$ cat src/rtl/multicycle_sequencer_if.sv
// multicycle_sequencer_if: control bundle between the multicycle sequencer and its datapath/memory
interface multicycle_sequencer_if #(parameter int WIDTH = 32);
  logic [WIDTH-1:0] instruction;
  logic             zero;
  logic             mem_ready;
  logic             iord;
  logic             memread;
  logic             memwrite;
  logic             irwrite;
  logic             pcwrite;
  logic             pcsrc;
  logic             alusrc;
  logic [3:0]       aluop;
  logic             memtoreg;
  logic             regwrite;
  logic             instr_done;
  logic             illegal;
  logic             bus_err;
  logic [3:0]       state;
  modport slave (
    input  instruction, zero, mem_ready,
    output iord, memread, memwrite, irwrite, pcwrite, pcsrc, alusrc, aluop,
           memtoreg, regwrite, instr_done, illegal, bus_err, state
  );
  modport master (
    output instruction, zero, mem_ready,
    input  iord, memread, memwrite, irwrite, pcwrite, pcsrc, alusrc, aluop,
           memtoreg, regwrite, instr_done, illegal, bus_err, state
  );
endinterface

$ cat src/rtl/multicycle_sequencer.sv
// multicycle_sequencer: RV32 subset multicycle controller sharing one memory port, with illegal/timeout traps
module multicycle_sequencer #(
  parameter int WIDTH   = 32,
  parameter int TIMEOUT = 16,
  parameter int CNT_W   = 5
) (
  input logic                   clk,
  input logic                   rst,
  multicycle_sequencer_if.slave bus
);
  typedef enum logic [3:0] {
    START  = 4'd0,
    FETCH  = 4'd1,
    DECODE = 4'd2,
    EXEC_R = 4'd3,
    ADDR   = 4'd4,
    MEM_RD = 4'd5,
    MEM_WR = 4'd6,
    WB_R   = 4'd7,
    WB_MEM = 4'd8,
    BRANCH = 4'd9,
    TRAP   = 4'd10,
    BERR   = 4'd11
  } state_t;
  state_t           state, nxt;
  logic [CNT_W-1:0] cnt;
  logic [WIDTH-1:0] ins;
  logic [6:0]       opcode;
  logic [3:0]       funct;
  logic             r_ok, wait_st, limit, unused_bits;
  assign ins         = bus.instruction;
  assign unused_bits = ^ins;
  assign opcode      = ins[6:0];
  assign funct       = {ins[30], ins[14:12]};
  assign r_ok        = funct inside {4'b1000, 4'b0000, 4'b0110, 4'b0111};
  assign wait_st     = state inside {FETCH, MEM_RD, MEM_WR};
  assign limit       = (TIMEOUT != 0) && (cnt == CNT_W'(TIMEOUT - 1));
  assign bus.state   = state;
  always_ff @(posedge clk or posedge rst)
    if (rst) begin
      state <= START;
      cnt   <= '0;
    end else begin
      state <= nxt;
      cnt   <= (wait_st && !bus.mem_ready && nxt == state) ? cnt + 1'b1 : '0;
    end
  always_comb begin
    nxt            = state;
    bus.iord       = 1'b0;
    bus.memread    = 1'b0;
    bus.memwrite   = 1'b0;
    bus.irwrite    = 1'b0;
    bus.pcwrite    = 1'b0;
    bus.pcsrc      = 1'b0;
    bus.alusrc     = 1'b0;
    bus.aluop      = 4'b1111;
    bus.memtoreg   = 1'b0;
    bus.regwrite   = 1'b0;
    bus.instr_done = 1'b0;
    bus.illegal    = 1'b0;
    bus.bus_err    = 1'b0;
    case (state)
      START: nxt = FETCH;
      FETCH: begin
        bus.memread = 1'b1;
        bus.irwrite = bus.mem_ready;
        bus.pcwrite = bus.mem_ready;
        nxt = bus.mem_ready ? DECODE : limit ? BERR : FETCH;
      end
      DECODE: nxt = opcode == 7'b0110011 ? (r_ok ? EXEC_R : TRAP) :
                    (opcode == 7'b0000011 || opcode == 7'b0100011) ? ADDR :
                    opcode == 7'b1100011 ? BRANCH : TRAP;
      EXEC_R: begin
        bus.aluop = funct == 4'b1000 ? 4'b0110 :
                    funct == 4'b0000 ? 4'b0010 :
                    funct == 4'b0110 ? 4'b0001 : 4'b0000;
        nxt = WB_R;
      end
      WB_R: begin
        bus.regwrite   = 1'b1;
        bus.instr_done = 1'b1;
        nxt = FETCH;
      end
      ADDR: begin
        bus.alusrc = 1'b1;
        bus.aluop  = 4'b0010;
        nxt = ins[5] ? MEM_WR : MEM_RD;
      end
      MEM_RD: begin
        bus.iord    = 1'b1;
        bus.memread = 1'b1;
        nxt = bus.mem_ready ? WB_MEM : limit ? BERR : MEM_RD;
      end
      MEM_WR: begin
        bus.iord       = 1'b1;
        bus.memwrite   = 1'b1;
        bus.instr_done = bus.mem_ready;
        nxt = bus.mem_ready ? FETCH : limit ? BERR : MEM_WR;
      end
      WB_MEM: begin
        bus.memtoreg   = 1'b1;
        bus.regwrite   = 1'b1;
        bus.instr_done = 1'b1;
        nxt = FETCH;
      end
      BRANCH: begin
        bus.aluop      = 4'b0110;
        bus.instr_done = 1'b1;
        bus.pcwrite    = bus.zero;
        bus.pcsrc      = bus.zero;
        nxt = FETCH;
      end
      TRAP: bus.illegal = 1'b1;
      BERR: bus.bus_err = 1'b1;
      default: nxt = START;
    endcase
  end
endmodule

$ cat src/flat_wrapper.sv
// flat-port wrapper written by rule: the top's interface ports become plain ports
module multicycle_sequencer_flat 
#(
  parameter int WIDTH   = 32,
  parameter int TIMEOUT = 16,
  parameter int CNT_W   = 5
)
  (clk, rst, bus_instruction, bus_zero, bus_mem_ready, bus_iord, bus_memread, bus_memwrite, bus_irwrite, bus_pcwrite, bus_pcsrc, bus_alusrc, bus_aluop, bus_memtoreg, bus_regwrite, bus_instr_done, bus_illegal, bus_bus_err, bus_state);
  multicycle_sequencer_if #(.WIDTH(WIDTH)) bus_i ();
  input logic clk;
  input logic rst;
  input wire logic [$bits(bus_i.instruction)-1:0] bus_instruction;
  input wire logic [$bits(bus_i.zero)-1:0] bus_zero;
  input wire logic [$bits(bus_i.mem_ready)-1:0] bus_mem_ready;
  output wire logic [$bits(bus_i.iord)-1:0] bus_iord;
  output wire logic [$bits(bus_i.memread)-1:0] bus_memread;
  output wire logic [$bits(bus_i.memwrite)-1:0] bus_memwrite;
  output wire logic [$bits(bus_i.irwrite)-1:0] bus_irwrite;
  output wire logic [$bits(bus_i.pcwrite)-1:0] bus_pcwrite;
  output wire logic [$bits(bus_i.pcsrc)-1:0] bus_pcsrc;
  output wire logic [$bits(bus_i.alusrc)-1:0] bus_alusrc;
  output wire logic [$bits(bus_i.aluop)-1:0] bus_aluop;
  output wire logic [$bits(bus_i.memtoreg)-1:0] bus_memtoreg;
  output wire logic [$bits(bus_i.regwrite)-1:0] bus_regwrite;
  output wire logic [$bits(bus_i.instr_done)-1:0] bus_instr_done;
  output wire logic [$bits(bus_i.illegal)-1:0] bus_illegal;
  output wire logic [$bits(bus_i.bus_err)-1:0] bus_bus_err;
  output wire logic [$bits(bus_i.state)-1:0] bus_state;
  assign bus_i.instruction = bus_instruction;
  assign bus_i.zero = bus_zero;
  assign bus_i.mem_ready = bus_mem_ready;
  assign bus_iord = bus_i.iord;
  assign bus_memread = bus_i.memread;
  assign bus_memwrite = bus_i.memwrite;
  assign bus_irwrite = bus_i.irwrite;
  assign bus_pcwrite = bus_i.pcwrite;
  assign bus_pcsrc = bus_i.pcsrc;
  assign bus_alusrc = bus_i.alusrc;
  assign bus_aluop = bus_i.aluop;
  assign bus_memtoreg = bus_i.memtoreg;
  assign bus_regwrite = bus_i.regwrite;
  assign bus_instr_done = bus_i.instr_done;
  assign bus_illegal = bus_i.illegal;
  assign bus_bus_err = bus_i.bus_err;
  assign bus_state = bus_i.state;
  multicycle_sequencer #(.WIDTH(WIDTH), .TIMEOUT(TIMEOUT), .CNT_W(CNT_W)) u_core (.clk(clk), .rst(rst), .bus(bus_i));
endmodule
$ cat config.mk
export PLATFORM = sky130hd
export DESIGN_NAME = multicycle_sequencer_flat
export DESIGN_NICKNAME = d
export VERILOG_FILES = /design/src/rtl/multicycle_sequencer_if.sv /design/src/rtl/multicycle_sequencer.sv /design/src/flat_wrapper.sv
export SDC_FILE = /design/constraint.sdc
export NUM_CORES = 1
export LEC_CHECK = 0
export BUFFER_PORTS_ARGS = -buffer_cell sky130_fd_sc_hd__buf_2
export CAP_MARGIN = 20
export CORE_MARGIN = 8
export CORE_UTILIZATION = 37
export CTS_BUF_LIST = sky130_fd_sc_hd__clkbuf_8 sky130_fd_sc_hd__clkbuf_16
export DETAILED_ROUTE_END_ITERATION = 10
export GPL_ROUTABILITY_DRIVEN = 0
export PLACE_DENSITY_LB_ADDON = 0.1
export RECOVER_POWER = 50
export SYNTH_ARGS = -nofsm -noshare
export SYNTH_HDL_FRONTEND = slang
export SYNTH_SLANG_ARGS = --single-unit
$ cat constraint.sdc
create_clock -name clk -period 1.8 [get_ports clk]
set_input_delay 0.09 -clock clk [delete_from_list [all_inputs] [get_ports clk]]
set_output_delay 0.09 -clock clk [all_outputs]
set_load 0.01 [all_outputs]
# == After elaboration in Yosys (flattened, before gate mapping) ==
# Index checks and enable logic that the tools add are counted.
# totals
output_inout_bits,20
reg_bits,9
# classes
eq_ne,20
muxes,29
n_reduce_logical,14
n_addsub,1
# ops
operator,count
4-bit two-way mux,11
4-bit case mux with 8 select lines,1
4-bit by 3-bit == test with 1-bit output (second input constant),6
4-bit == test (second input constant),5
7-bit by 6-bit == test with 1-bit output (second input constant),2
4-bit case mux with 3 select lines,1
1-bit two-way mux,11
4-bit by 2-bit == test with 1-bit output (second input constant),2
4-bit logical NOT,2
2-bit OR reduction,4
7-bit by 2-bit == test with 1-bit output (second input constant),1
7-bit == test (second input constant),1
5-bit by 1-bit adder with 5-bit output (second input constant),1
5-bit by 4-bit == test with 1-bit output (second input constant),1
5-bit two-way mux,1
4-bit by 1-bit == test with 1-bit output (second input constant),1
4-bit == test,1
2-bit two-way mux,2
1-bit case mux with 2 select lines,2
4-bit nonzero test,1
4-bit OR reduction,1
3-bit nonzero test,1
3-bit OR reduction,1
1-bit logical AND,2
other kinds (2),2

# == Logic depth before layout (Yosys ltp) ==
# logic_depth
depth_word,8
mapped_depth,7
mapped_depth_nobuf,7

# == Least setup slack after synthesis ==
# Ideal clock, no wire load.
# synth_path
path_type,register -> register
from,register u_core.cnt[0]
to,register u_core.state[2] (netlist: u_core.bus.state[2])
stages_incl_launch_ff,6
slack_ns,0.117
setup_time_ns,0.111
arrival_time_ns,1.571
path_cell_list,dfrtp_1 -> ha_1 -> and3_1 -> ha_1 -> o311a_1 -> a2111oi_2
# synth_between
elab_chain_len,4
# synth_rtl
item,line_no,text
from (decl),multicycle_sequencer.sv:26,logic [CNT_W-1:0] cnt;
from (signal assigned),multicycle_sequencer.sv:45,cnt <= (wait_st && !bus.mem_ready && nxt == state) ? cnt + 1'b1 : '0;
5-bit by 4-bit == test with 1-bit output *,multicycle_sequencer.sv:37,assign limit = (TIMEOUT != 0) && (cnt == CNT_W'(TIMEOUT - 1));
4-bit two-way mux (on tied branches) (2 in series),"multicycle_sequencer.sv:98, multicycle_sequencer.sv:92",
4-bit case mux with 8 select lines *,multicycle_sequencer.sv:62,case (state)
via u_core.nxt[2],multicycle_sequencer.sv:25,"state_t state, nxt;"
to (signal assigned),multicycle_sequencer.sv:44,state <= nxt;
to (decl),multicycle_sequencer.sv:25,
# Mark *: on every way through the listed nets, which the timed path passes. The rest lies on a longest branch.

# == Worst setup path in the final report ==
# layout_path
from,register u_core.cnt[0]
to,register u_core.state[3] (netlist: u_core.bus.state[3])
# layout_between
elab_chain_len,4
# layout_rtl
item,line_no
5-bit by 4-bit == test with 1-bit output *,multicycle_sequencer.sv:37
4-bit two-way mux (on tied branches) (2 in series),"multicycle_sequencer.sv:98, multicycle_sequencer.sv:92, multicycle_sequencer.sv:68"
4-bit case mux with 8 select lines *,multicycle_sequencer.sv:62
via u_core.nxt[3],multicycle_sequencer.sv:25
# Marks and branches as above.

==> out/qor.yml <==
power:
  ir_drop_mv: 0.9301
  p_leak_nw: 0.4871
  powerDensity_nw_per_um2: 1365
yosys:
  synth_compound_area_share_pct: 24.81
  netlist_top_cells_count: "nor2_1 (14), dfrtp_1 (9), inv_1 (8), nand2b_1 (8)"
  synth_flop_cell: "dfrtp_1"
  synthMuxAreaShare_pct: 3.852
  synth_most_common_cell: "nor2_1"
  syn_area_sq_um: 812.0
  syn_nets: 142
  synth_top_area_share_pct: 27.73
  yosys_warnings: 0
  synth_top_family_by_area: "simple AND/OR/NAND/NOR gates"
  synth_top_area_cell: "dfrtp_1"
  synth_area_leaders: "dfrtp_1 (28%), nor2_1 (6.5%), nand2b_1 (6.2%)"
  ys_types: 39
  synth_simple_gate_area_share_pct: 30.35
  synth_adder_area_share_pct: 3.082
  synth-async-reset-ratio_pct: 100.0
  synth_xor_xnor_area_share_pct: 2.157
  syn_inst: 104
  syn_area_per_cell_sq_um: 7.808
  synth-seq-cells: 9
  synth_edf_count: 0
  seq_area_frac_synth_pct: 27.73
sta:
  maxSlewHeadroom_pct: 71.91
  finalHoldViolCount: 0
  rsz0062_at_grt: "false"
  max_freq_ghz: 0.5954
  report.final.slew_viol_count: 0
  setup_violations: 0
  setup_slack_ns: 0.1204
  tightestPinTransition_ns: 0.4186
  period_share_pct: 93.31
  fin_worst_skew_ns: 0.0006784
  fin_tns_setup_ns: 0
  min_period_ns: 1.680
worst_setup_path:
  cpMostUsedCell: "ha_2"
  critPathTopFamily: "compound AO/OA/AOI/OAI gates"
  critPathMaxStageDelay_ns: 0.37
  worstPathMaxFanout: 5
  end_kind: "register"
  critPathLaunchType: "register"
  cp_slowest_cell: "dfrtp_1"
  worst-r2r-setup-slack_ns: 0.12
  cp_cell_sequence: "ha_2 > and3_1 > ha_2 > nand2b_1 > o21ai_0 > a22o_1 > a31o_1"
  cp_data_required_time_ns: 1.92
  ff2ff_path_depth: 7
  regToRegStartpoint: "u_core.cnt[0]"
  cp.buffers_inverters: 0
  worst_ep_arrival_time_ns: 1.80
  critical_path_class: "reg2reg"
  reg2reg_to: "u_core.bus.state[3]"
clock_tree:
  cts.sinks: 9
  clock-root-buffer: "clkbuf_8"
  clock_latency_ns: 0.23
  htree_num_levels: 1
  clk_path_buf_depth: 2
  cts_made_buffers: 3
  clk_pin_slew_ns: 0.04
  cts_tree: "done"
placed_design:
  dpl.cell_count: 164
  dp_slack_ns: 0.05819
  postPlaceCellArea_sq_um: 1020
  portBuffers: 34
  dp_hpwl_mm: 1.812
die:
  core_sq_um: 2148
  initial_utilization_pct: 37.80
  dieArea_sq_um: 3949
  rows: 17
  die_h_microns: 62.85
  pin_count: 56
  die_w_microns: 62.85
grt:
  grtUsageTotal_pct: 11.61
  grt-ovfl-total: 0
  grt_pass1_vias: 874
  grt_pass1_wl_mm: 3.919
  antenna_found_initial: 0
  grt_max_degree: 16
routing:
  wl_per_cell_microns: 13.59
  wl_mm: 2.297
  drc_errors: 0
  firstDrtPassIters: 4
  avgViaCountPerCell: 5.195
  vias: 878
  dr.first_iter.drc_count: 12
  ant_nets: 0
layout:
  finish.utilization_pct: 49.68
  n_antenna_cell: 0
  design_area_sq_um: 1067
  fin_cells: 169
  layout-drive-gt1-share_pct: 31.91
  final_net_count: 180
  area_delta_synth_final_pct: 31.43
flow_run:
  cap_viol_max_count: 0
min_path:
  worstHoldPathCells: 3
  hold_end: "u_core.bus.state[3]"
  hp-class: "in2reg"
  worstHoldStart: "bus_instruction[5]"
status:
  status: "completed"
## per-layer routing
layer	part of all wire [%]	global-route usage (%)	vias to the layer above
li1	-	-	449
met1	48	13.73	401
met2	47	20.18	24
met3	2.6	2.151	4
met4	1.6	4.274	0
met5	0	0	-
## power by group
| group | leakage [nW] | switching, W | internal (W) |
|---|---|---|---|
| logic | 0.344 | 0.000494 | 0.000379 |
| clock network | 0.0269 | 0.0000739 | 0.000148 |
| registers | 0.116 | 0.000104 | 0.000258 |
| total | 0.487 | 0.000672 | 0.000785 |
## worst max path at each step
stage,start,endpoint,slack [ns],depth (start not counted)
2_1_floorplan,u_core.cnt[0],u_core.bus.state[2],0.12,5
3_3_place_gp,u_core.cnt[0],u_core.bus.state[0],0.04,7
3_5_place_dp,u_core.cnt[0],u_core.bus.state[0],0.06,7
4_1_cts,u_core.cnt[0],u_core.bus.state[3],0.04,7
5_1_grt,u_core.cnt[0],u_core.bus.state[3],0.02,7
6_report,u_core.cnt[0],u_core.bus.state[3],0.12,7
## per-stage QoR
stage	total power, W	hold slack, ns
detailed placement	0.001258	0.05763
floorplan	0.0009381	-0.08208
finish	0.001457	0.2215
global route	0.001577	0.2313
CTS	0.001486	0.2219
global placement	0.001254	0.06178
## cell type report
type                       instances  area (sq um)
clock buffer                       3         41.29
clock inverter                     1         3.754
inverter                           8         30.03
multi-input combinational         80         521.8
tap                               28         35.03
timing repair buffer              40         207.7
fill                             231          1081
sequential                         9         227.7
## worst min-delay path: cells and delay by family
family | cells | cell delay, ns
and+or+nand+nor | 1 | 0.07
buffers and inverters | 1 | 0.12
AOI/OAI and AO/OA | 1 | 0.14
## registers in the layout, summed over array words and instances, names as in the netlist
register / count
u_core.bus.state: 4
u_core.cnt: 5
## cell usage in the layout (no fill, tap or decap), types with 2 or more instances in the layout
cell type  netlist  final
buf_2            7     29
nor2_1          14     14
inv_1            8      9
nand2b_1         8      8
nor3_1           7      7
dfrtp_1          9      7
clkbuf_1         0      6
nand2_1          5      5
a21oi_1          5      5
o21ai_1          5      5
buf_4            0      4
o21ai_0          3      3
clkbuf_8         0      3
o21bai_1         2      2
and3_1           2      2
mux2i_1          2      2
ha_2             0      2
dfrtp_2          0      2
## kinds of logic after synthesis
group,after synthesis
and+or+nand+nor,45
AOI/OAI and AO/OA,28
buffers and inverters,15
DFF,9
muxes,3
xor gates and xnor gates,2
adders and majority gates,2
## repair_timing
action,4_1_cts,5_1_grt
hold buffers,1,0
endpoints found under the setup margin,0,5
buffers inserted,0,0
resized for setup,0,4
hold endpoints to repair,9,0
No activity file was read; power rests on OpenSTA's default activity.
